`src/rtl/lpm_sched_pkg.sv`:
```
// Shared types and default sizing for the Lpm request scheduler.
// Keys and write payloads are kept as packed types so queues can carry them as flat vectors.
package lpm_sched_pkg;

   typedef logic [31:0] lpm_key_t;

   typedef struct packed {
      logic [31:0] addr;
      logic [31:0] data;
   } lpm_write_t;

   localparam int DEF_ENTER_DEPTH     = 4;
   localparam int DEF_WRITE_DEPTH     = 2;
   localparam int DEF_MAX_WRITE_BURST = 3;

endpackage

```
`src/rtl/lpm_req_fifo.sv`:
```
// Generic ENA/RDY queue with wrap-around pointers; an entry pushed at edge N is visible at the head in cycle N+1.
// Backpressure: enq__RDY is !full from registered occupancy only, so a same-cycle pop never frees a slot early.
module lpm_req_fifo #(
   parameter int WIDTH = 32,
   parameter int DEPTH = 4
)(
   input  logic             CLK,
   input  logic             nRST,
   input  logic             enq__ENA,
   input  logic [WIDTH-1:0] enq_data,
   output logic             enq__RDY,
   input  logic             deq__ENA,
   output logic [WIDTH-1:0] deq_data,
   output logic             deq__RDY
);

   localparam int AW = $clog2(DEPTH);
   localparam logic [AW:0] FULL_CNT = (AW+1)'(DEPTH);

   logic [WIDTH-1:0] mem [DEPTH];
   logic [AW-1:0]    wr_ptr;
   logic [AW-1:0]    rd_ptr;
   logic [AW:0]      count;
   logic             push;
   logic             pop;

   assign enq__RDY = (count != FULL_CNT);
   assign deq__RDY = (count != '0);
   assign deq_data = mem[rd_ptr];

   assign push = enq__ENA & enq__RDY;
   assign pop  = deq__ENA & deq__RDY;

   always_ff @(posedge CLK or negedge nRST) begin
      if (!nRST) begin
         wr_ptr <= '0;
         rd_ptr <= '0;
         count  <= '0;
      end else begin
         if (push) wr_ptr <= wr_ptr + AW'(1);
         if (pop)  rd_ptr <= rd_ptr + AW'(1);
         if (push && !pop)
            count <= count + (AW+1)'(1);
         else if (pop && !push)
            count <= count - (AW+1)'(1);
      end
   end

   // Storage needs no reset: the head is only observed while count is non-zero.
   always_ff @(posedge CLK) begin
      if (push) mem[wr_ptr] <= enq_data;
   end

endmodule

```
`src/rtl/lpm_req_sched.sv`:
```
// Queues host lookups and table writes and issues at most one per cycle to Lpm; writes win, bounded by a burst guard.
// Latency: one cycle from host accept to earliest issue; issue waits on the matching Lpm RDY, head held until granted.
module lpm_req_sched
   import lpm_sched_pkg::*;
#(
   parameter int ENTER_DEPTH     = DEF_ENTER_DEPTH,
   parameter int WRITE_DEPTH     = DEF_WRITE_DEPTH,
   parameter int MAX_WRITE_BURST = DEF_MAX_WRITE_BURST
)(
   input  logic        CLK,
   input  logic        nRST,
   input  logic        in_enter__ENA,
   input  logic [31:0] in_enter_data,
   output logic        in_enter__RDY,
   input  logic        in_write__ENA,
   input  logic [31:0] in_write_addr,
   input  logic [31:0] in_write_data,
   output logic        in_write__RDY,
   output logic        enter__ENA,
   output logic [31:0] enter_x,
   input  logic        enter__RDY,
   output logic        write__ENA,
   output logic [31:0] write_addr,
   output logic [31:0] write_data,
   input  logic        write__RDY,
   output logic [31:0] issued_count
);

   localparam int BW = (MAX_WRITE_BURST < 1) ? 1 : $clog2(MAX_WRITE_BURST + 1);
   localparam logic [BW-1:0] BURST_MAX = BW'(MAX_WRITE_BURST);

   lpm_key_t   eq_dat;
   logic       eq_vld;
   lpm_write_t wq_in;
   lpm_write_t wq_dat;
   logic       wq_vld;
   logic       e_elig;
   logic       w_elig;
   logic       grant_e;
   logic       grant_w;
   logic [BW-1:0] burst_cnt;

   assign wq_in.addr = in_write_addr;
   assign wq_in.data = in_write_data;

   lpm_req_fifo #(.WIDTH($bits(lpm_key_t)), .DEPTH(ENTER_DEPTH)) u_enter_q (
      .CLK      (CLK),
      .nRST     (nRST),
      .enq__ENA (in_enter__ENA),
      .enq_data (in_enter_data),
      .enq__RDY (in_enter__RDY),
      .deq__ENA (grant_e),
      .deq_data (eq_dat),
      .deq__RDY (eq_vld)
   );

   lpm_req_fifo #(.WIDTH($bits(lpm_write_t)), .DEPTH(WRITE_DEPTH)) u_write_q (
      .CLK      (CLK),
      .nRST     (nRST),
      .enq__ENA (in_write__ENA),
      .enq_data (wq_in),
      .enq__RDY (in_write__RDY),
      .deq__ENA (grant_w),
      .deq_data (wq_dat),
      .deq__RDY (wq_vld)
   );

   assign e_elig = eq_vld & enter__RDY;
   assign w_elig = wq_vld & write__RDY;

   // A write only yields to a waiting lookup once the burst budget is spent.
   assign grant_w = w_elig & (!e_elig | (burst_cnt < BURST_MAX));
   assign grant_e = e_elig & !grant_w;

   assign enter__ENA = grant_e;
   assign enter_x    = grant_e ? eq_dat : '0;
   assign write__ENA = grant_w;
   assign write_addr = grant_w ? wq_dat.addr : '0;
   assign write_data = grant_w ? wq_dat.data : '0;

   always_ff @(posedge CLK or negedge nRST) begin
      if (!nRST) begin
         burst_cnt    <= '0;
         issued_count <= '0;
      end else begin
         if (grant_w && e_elig)
            burst_cnt <= (burst_cnt == BURST_MAX) ? burst_cnt : burst_cnt + BW'(1);
         else
            burst_cnt <= '0;
         if (grant_e || grant_w)
            issued_count <= issued_count + 32'd1;
      end
   end

endmodule

```
`config.mk`:
```
export PLATFORM = sky130hd
export DESIGN_NAME = lpm_req_sched
export DESIGN_NICKNAME = d
export VERILOG_FILES = /design/src/rtl/lpm_sched_pkg.sv /design/src/rtl/lpm_req_fifo.sv /design/src/rtl/lpm_req_sched.sv
export SDC_FILE = /design/constraint.sdc
export NUM_CORES = 1
export LEC_CHECK = 0
export BUFFER_PORTS_ARGS = -buffer_cell sky130_fd_sc_hd__buf_2
export CAP_MARGIN = 20
export CORE_MARGIN = 2
export CORE_UTILIZATION = 35
export CTS_BUF_LIST = sky130_fd_sc_hd__clkbuf_4 sky130_fd_sc_hd__clkbuf_8
export DETAILED_ROUTE_END_ITERATION = 8
export SLEW_MARGIN = 20
export SYNTH_ARGS = -nofsm -noshare
export SYNTH_HDL_FRONTEND = slang
export SYNTH_SLANG_ARGS = --single-unit
```
`constraint.sdc`:
```
create_clock -name CLK -period 10.87 [get_ports CLK]
set_input_delay 2.174 -clock CLK [delete_from_list [all_inputs] [get_ports CLK]]
set_output_delay 2.174 -clock CLK [all_outputs]
set_load 0.02 [all_outputs]
```
# == Word level (Yosys, flattened, before mapping) ==
# Memory sizes are Yosys's and may differ from the RTL's.
# Cells that the tools add are included.
# W data, S select, Z words.
# classes
add_sub_neg,10
order_cmp,1
eq_ne,4
n_mux,13
bitwise_logic,9
n_reduce_logical,16
# ops
op,n
$mux W32,3
$add A32 B1 Y32 const B,1
$add A2 B1 Y2 const B,4
$and A1 B1 Y1,8
$mux W2,4
$logic_not A1 Y1,6
$mux W3,2
$reduce_bool A2 Y1,3
$logic_and A1 B1 Y1,5
$mux W1,4
$ne A2 B2 Y1 const B,2
$add A3 B1 Y3 const B,1
$ne A3 B3 Y1 const B,1
$reduce_bool A3 Y1,1
$sub A3 B1 Y3 const B,1
$add A1 B1 Y1 const B,2
$eq A2 B2 Y1 const B,1
$lt A2 B2 Y1 const B,1
$sub A2 B1 Y2 const B,1
$logic_or A1 B1 Y1,1
$or A1 B1 Y1,1
# totals
reg_bits,45
ramBits,256
inputBits,102
output_inout_bits,132
elab_cells,63
mem_count,2
# memory_table
name,depth,word_bits,read_ports,rd_ports_with_merged_regs,wr,line,source
u_enter_q.mem,4,32,1,0,1,lpm_req_fifo.sv:20,logic [WIDTH-1:0] mem [DEPTH];
u_write_q.mem,2,64,1,0,1,lpm_req_fifo.sv:20,

# == Logic depth before layout (Yosys ltp) ==
# Gate-level depths: netlist of run 1.
# depth
ltp_word,11
ltp_mapped,9
ltp_nobuf,9

# == Modules after synthesis ==
# Synthesis of run 1 repeated with hierarchy kept, for this count alone.
# hier_totals
hier_cells,658
area_unflattened_um2,12339.3
# modules_own_cells
module,n_inst,cells_each,area_per_inst_um2,seq_area_each_um2
lpm_req_fifo (u_enter_q),1,203,5076.1,4018.9
lpm_req_fifo (u_write_q),1,217,5018.6,3943.8
lpm_req_sched,1,238,2244.7,850.8

# == Worst setup path before layout of run 1 ==
# OpenSTA, ideal clock, no wires.
# synth_path
kind,input to register
from,in in_write__ENA
to,"mem u_write_q.mem[0][0] (netlist name), enable pin"
setup_ns,0.486
arrival_ns,4.947
t_required_ns,10.384
setup_slack_ns,5.437
stages,2
n_path_buf,0
cell_sequence,nand2_1 > nor2_1
# synth_via
elab_chain_len,3
# synth_rtl
element,line,source
from (decl),lpm_req_sched.sv:15,"input logic in_write__ENA,"
$and A1 B1 Y1,lpm_req_fifo.sv:31,assign push = enq__ENA & enq__RDY;
$mux W1,lpm_req_fifo.sv:51,if (push) mem[wr_ptr] <= enq_data;
$mux W1 (not written as such),lpm_req_fifo.sv:51,
to (decl),lpm_req_fifo.sv:20,
# Every way passes these cells.

# == Worst setup path in the final report of run 1 ==
# layout_path
from,in enter__RDY
to,out write_addr[11]
# layout_via
elab_chain_len,5
# layout_rtl
element,line,source
from (decl),lpm_req_sched.sv:21,"input logic enter__RDY,"
$and A1 B1 Y1,lpm_req_sched.sv:68,assign e_elig = eq_vld & enter__RDY;
$logic_not A1 Y1,lpm_req_sched.sv:72,assign grant_w = w_elig & (!e_elig | (burst_cnt < BURST_MAX));
$or A1 B1 Y1,lpm_req_sched.sv:72,
$and A1 B1 Y1,lpm_req_sched.sv:72,
$mux W32,lpm_req_sched.sv:78,assign write_addr = grant_w ? wq_dat.addr : '0;
to (decl),lpm_req_sched.sv:23,"output logic [31:0] write_addr,"
# Every way passes these cells.

==> results of run 1 <==
==> layout make-up <==
cell class | instances | area [um2]
fillers | 3106 | 19000
flip-flops and latches | 301 | 8820
multi-input cells | 332 | 2920
repair buffers | 242 | 1240
clock buffers | 65 | 801
well taps | 448 | 561
clock inverters | 21 | 101
inverters | 12 | 45.0
==> power by group <==
group          switching, uW  internal [uW]  leakage [uW]  total [uW]
sequential               142           1530       0.00292        1670
combinational            628            421       0.00246        1050
clock                    431            479      0.000472         910
total                   1200           2430       0.00585        3630
==> worst paths after layout <==
check	endpoint	slack (ps)	depth (start not counted)
min	burst_cnt[0]$_DFFE_PN0P_	450	1
max	write_addr[11]	5070	7
max in group asynchronous	u_write_q.rd_ptr$_DFFE_PN0P_	8810	1
max reg2reg	u_write_q.count[1]$_DFFE_PN0P_	8740	7
min reg2reg	burst_cnt[0]$_DFFE_PN0P_	450	1
min in group asynchronous	issued_count[9]$_DFFE_PN0P_	1610	1
==> routing by layer <==
metal / global-route usage / share of wire
met5: 0 / 0.0023
met4: 0.0430 / 0.020
met3: 0.0579 / 0.096
met2: 0.209 / 0.45
met1: 0.179 / 0.43
==> critical path: stages <==
cell,delay [ps]
buf_2,100
o31a_4,180
nand2_1,70
nand2_2,60
buf_4,560
nor2_1,180
buf_2,210
==> state kept, by name, summed over array words and instances, names as in the netlist, 2 cells and up <==
signal and count:
u_enter_q.rd_ptr 2, burst_cnt 2, u_write_q.count 2, u_enter_q.mem 128
u_enter_q.wr_ptr 2, u_write_q.mem 128, issued_count 32, u_enter_q.count 3
==> stage by stage <==
stage          hold WS (ps)  cells  power, uW  instance area (um2)  setup slack, ps
2_1_floorplan           418    674       2420                11900             5440
3_3_place_gp            435   1335       2770                13600             5040
3_5_place_dp            443   1335       2780                13600             5000
4_1_cts                 451   1421       3710                14500             5020
5_1_grt                 498   1421       3850                14500             4890
6_report                449   1421       3630                14500             5070
==> cell usage in the layout (no fill, tap or decap), types with 2 or more instances in the layout <==
| master | count |
|---|---|
| buf_2 | 232 |
| nor2_1 | 70 |
| edfxtp_1 | 256 |
| dfrtp_1 | 42 |
| mux2_2 | 3 |
| xor2_1 | 27 |
| dfrtp_2 | 2 |
| and2_1 | 34 |
| and4_1 | 3 |
| clkbuf_4 | 15 |
| clkbuf_8 | 50 |
| nor3_1 | 12 |
| buf_4 | 10 |
| clkinvlp_4 | 3 |
| nand4_1 | 3 |
| xnor2_1 | 15 |
| nor4_2 | 4 |
| and3_1 | 8 |
| nand2_1 | 16 |
| clkinv_1 | 12 |
| mux2i_1 | 64 |
| clkinv_2 | 5 |
| nor4_1 | 7 |
| mux4_2 | 32 |
| inv_1 | 12 |
| ha_1 | 8 |
| nand3_1 | 8 |
==> kinds of logic after synthesis <==
group | synth area share
AO/OA/AOI/OAI | 0.00851
XOR/XNOR | 0.0309
adder cells (fa/ha/maj) | 0.0101
buffers and inverters | 0.0157
flip-flops | 0.740
multiplexers | 0.117
AND/OR/NAND/NOR | 0.0778
==> impl_metrics.env, run 1 <==
export IMPL_status="completed"
export IMPL_grt_total_usage=0.138
export IMPL_antenna_found_initial=4
export IMPL_synth_top_area_cell="edfxtp_1"
export IMPL_critPathRequiredTime_ps=8700
export IMPL_grt_pass1_vias=6861
export IMPL_r2r_start="u_enter_q.count[0]$_DFFE_PN0P_"
export IMPL_wl_per_cell_um=17.1
export IMPL_overflow=0
export IMPL_antenna_cells=0
export IMPL_worst_slew_pin_slew_ps=925
export IMPL_synth_seq_area_share=0.740
export IMPL_ant_nets=0
export IMPL_dieArea_um2=35500
export IMPL_irDropWorstVdd_mv=0.133
export IMPL_synth_edf_count=256
export IMPL_place_hpwl_um=15100
export IMPL_drt_wl_total_um=24300
export IMPL_finish_utilization=0.432
export IMPL_root_buffer="clkbuf_8"
export IMPL_synth_seq_cells=301
export IMPL_finalNetCount=1050
export IMPL_dieWidth_um=188
export IMPL_via_per_inst=4.65
export IMPL_period_share=0.533
export IMPL_area_growth_pct=21.6
export IMPL_end_kind="output port"
export IMPL_post_route_min_period_ps=5800
export IMPL_grt_max_degree=69
export IMPL_postCtsHoldBufs=0
export IMPL_post_cts_resized=0
export IMPL_drv_slew=0
export IMPL_min_from="burst_cnt[0]$_DFFE_PN0P_"
export IMPL_die_h_um=188
export IMPL_rsz0062_at_grt="no"
export IMPL_slew_headroom=0.383
export IMPL_drv_cap=0
export IMPL_p_per_area_nw_per_um2=251
export IMPL_io_buffers=233
export IMPL_cts_setup_buffers=0
export IMPL_worstPathArrival_ps=3620
export IMPL_drive_above_1_share=0.380
export IMPL_async_flop_share=0.150
export IMPL_drtIter0Drc=330
export IMPL_cts_sinks=301
export IMPL_synth_area_leaders="edfxtp_1, dfrtp_1, mux4_2"
export IMPL_syn_area_um2=11900
export IMPL_clk_path_buf_depth=3
export IMPL_cts_buffers=50
export IMPL_cts_tree="yes"
export IMPL_yosys_warnings=0
export IMPL_critPathLaunch="enter__RDY"
export IMPL_fin_tns_setup_ps=0
export IMPL_gp_congestion=0.739
export IMPL_clkTransAtPathRegs_ps=60
export IMPL_rows=67
export IMPL_skew_ps=18.7
export IMPL_io_pins=234
export IMPL_path_class="in2out"
export IMPL_syn_num_nets=785
export IMPL_max_freq_mhz=173
export IMPL_synth_distinct_cells=39
export IMPL_p_leak_uw=0.00585
export IMPL_path_max_fanout=68
export IMPL_yosysMostFrequentCell="edfxtp_1"
export IMPL_ys_flop_type="edfxtp_1"
export IMPL_drc_errors=0
export IMPL_syn_inst=674
export IMPL_finalHoldViolCount=0
export IMPL_syn_avg_cell_area_um2=17.7
export IMPL_coreArea_um2=33500
export IMPL_drtPass1Iterations=4
export IMPL_worstSkewPairLatency_ps=570
export IMPL_hold_class="reg2reg"
export IMPL_start_util=0.355
export IMPL_start_kind="input pin"
export IMPL_setup_viol=0
export IMPL_synthTopCellsByCount="edfxtp_1, nor2_1, mux2i_1, dfrtp_1, and2_1"
export IMPL_yosysTopAreaCellShare=0.645
export IMPL_grt_pass1_wl_um=38200
export IMPL_vias=6603
export IMPL_htreeDepth=2
Note: power is estimated with default switching activity, not from simulation.
==> inputs of run 2 (changes only) <==
==> constraint.sdc (replaced) <==
create_clock -name CLK -period 5.48 [get_ports CLK]
set_input_delay 1.096 -clock CLK [delete_from_list [all_inputs] [get_ports CLK]]
set_output_delay 1.096 -clock CLK [all_outputs]
set_load 0.02 [all_outputs]
==> run 2 against run 1 <==
Effect of this change: total power increased by 100%; sequential power increased by 100%; design area increased by 0.74%; non-clock buffer count increased by 1; flip-flop and latch count unchanged; die area unchanged; setup slack got worse by 3500 ps; count of clock-buffer cells in the layout decreased by 3.
==> impl_metrics.env, run 2 (same netlist as run 1, synthesis figures left out) <==
export IMPL_dr_wl_met2_um=11100
export IMPL_cts_sinks=301
export IMPL_skew_ps=12.7
export IMPL_cts_buffers=51
export IMPL_area_growth_pct=22.5
export IMPL_antenna_found_initial=3
export IMPL_wl_met1_um=10600
export IMPL_drive_above_1_share=0.378
export IMPL_dieArea_um2=35500
export IMPL_slew_headroom=0.363
export IMPL_hold_class="reg2reg"
export IMPL_worst_slew_pin_slew_ps=955
export IMPL_finish_utilization=0.435
export IMPL_irDropWorstVdd_mv=0.243
export IMPL_max_freq_mhz=259
export IMPL_die_h_um=188
export IMPL_p_per_area_nw_per_um2=506
export IMPL_root_buffer="clkbuf_8"
export IMPL_final_common_cell="edfxtp_1"
export IMPL_critPathTopFamily="flip-flops"
export IMPL_rows=67
export IMPL_fin_ws_ps=1620
export IMPL_status="completed"
export IMPL_seq_power_share=0.462
export IMPL_dieWidth_um=188
export IMPL_cp_num_buf_inv=2
export IMPL_max_stage_delay_ps=990
export IMPL_r2r_slack_ps=3210
export IMPL_drv_cap=0
export IMPL_finalNetCount=1052
export IMPL_p_leak_uw=0.00590
export IMPL_cellInternalPower_uw=4970
export IMPL_highest_layer="met5"
export IMPL_drv_slew=0
export IMPL_power_switching_uw=2420
export IMPL_via_per_inst=4.63
export IMPL_wl_per_cell_um=17.2
export IMPL_mostFrequentLayoutCells="edfxtp_1, buf_2, nor2_1, mux2i_1, clkbuf_8"
export IMPL_drc_errors=0
export IMPL_grt_pass1_vias=6975
export IMPL_critPathRequiredTime_ps=4380
export IMPL_wl_met3_um=2380
export IMPL_grt_total_usage=0.138
export IMPL_period_share=0.704
export IMPL_ant_nets=0
export IMPL_clkPwrFrac=0.267
export IMPL_coreArea_um2=33500
export IMPL_drt_wl_total_um=24600
export IMPL_p_comb_frac=0.271
export IMPL_slowest_stage="dfrtp_2"
export IMPL_overflow=0
export IMPL_drtIter0Drc=315
export IMPL_path_max_fanout=28
export IMPL_vias=6610
export IMPL_start_kind="flop"
export IMPL_post_route_min_period_ps=3860
export IMPL_finalHoldViolCount=0
export IMPL_path_class="reg2out"
export IMPL_post_cts_resized=0
export IMPL_fin_tns_setup_ps=0
export IMPL_largestRegisters="u_enter_q.mem: 128 flops, u_write_q.mem: 128 flops, issued_count: 32 flops"
export IMPL_clk_path_buf_depth=3
export IMPL_clkTransAtPathRegs_ps=60
export IMPL_end_kind="output port"
export IMPL_place_hpwl_um=15800
export IMPL_dp_slack_ps=1800
export IMPL_rsz0062_at_grt="no"
export IMPL_cts_setup_buffers=0
export IMPL_worstSkewPairLatency_ps=560
export IMPL_drtPass1Iterations=4
export IMPL_htreeDepth=2
export IMPL_io_buffers=233
export IMPL_power_share_switching=0.328
export IMPL_setup_viol=0
export IMPL_cp_cell_sequence="buf_4 > mux4_2 > and2_1 > buf_2"
export IMPL_gp_congestion=0.739
export IMPL_cts_tree="yes"
export IMPL_grt_max_degree=65
export IMPL_io_pins=234
export IMPL_start_util=0.355
export IMPL_postCtsHoldBufs=0
export IMPL_worstPathArrival_ps=2760
export IMPL_grt_pass1_wl_um=38500
export IMPL_fillers=3078
-- run 2: power groups by stage --
stage | clock network, uW | registers [uW] | logic [uW]
3_3_place_gp | 0 | 3460 | 2040
4_1_cts | 2040 | 3430 | 2050
5_1_grt | 2130 | 3480 | 2190
2_1_floorplan | 0 | 3250 | 1550
6_report | 1970 | 3410 | 2000
3_5_place_dp | 0 | 3480 | 2050
-- run 2: through the flow --
step | instance area, um2 | total power [uW] | instances | hold WS, ps
global placement | 13600 | 5500 | 1336 | 436
floorplan | 11900 | 4810 | 674 | 418
CTS | 14600 | 7520 | 1426 | 451
global route | 14600 | 7800 | 1426 | 479
detailed placement | 13600 | 5520 | 1336 | 438
finish | 14600 | 7390 | 1428 | 446
-- run 2: final cells by class --
| type | count | area (um2) | share of cell area |
|---|---|---|---|
| antenna | 2 | 5.00 | 0.000343 |
| clock buffer | 62 | 791 | 0.0542 |
| clock inverter | 28 | 206 | 0.0141 |
| inverter | 12 | 45.0 | 0.00309 |
| multi-input combinational | 332 | 2920 | 0.200 |
| sequential | 301 | 8820 | 0.604 |
| tap | 448 | 561 | 0.0384 |
| timing repair buffer | 243 | 1240 | 0.0852 |
-- run 2: layer usage --
metal  track usage  vias to the layer above
met5             0                        -
met4        0.0466                        4
met3        0.0546                       49
met2         0.216                      238
met1         0.175                     3235
li1              -                     3084
-- run 2: final timing paths --
path / start / to / cells after the start
hold / removal: burst_cnt[0]$_DFFE_PN0P_ / burst_cnt[0]$_DFFE_PN0P_ / 1
hold reg to reg: burst_cnt[0]$_DFFE_PN0P_ / burst_cnt[0]$_DFFE_PN0P_ / 1
max in group asynchronous: nRST / u_write_q.rd_ptr$_DFFE_PN0P_ / 1
min in group asynchronous: nRST / issued_count[10]$_DFFE_PN0P_ / 1
setup reg to reg: u_write_q.count[0]$_DFFE_PN0P_ / u_write_q.mem[1][3]$_DFFE_PP_ / 3
setup / recovery: u_enter_q.rd_ptr[0]$_DFFE_PN0P_ / enter_x[13] / 4
-- run 2: worst reg2reg max path: cells and delay by family, from the launching register on --
kind,cells,cell delay (ps)
DFF,1,440
and+or+nand+nor,2,870
buffers and inverters,1,580
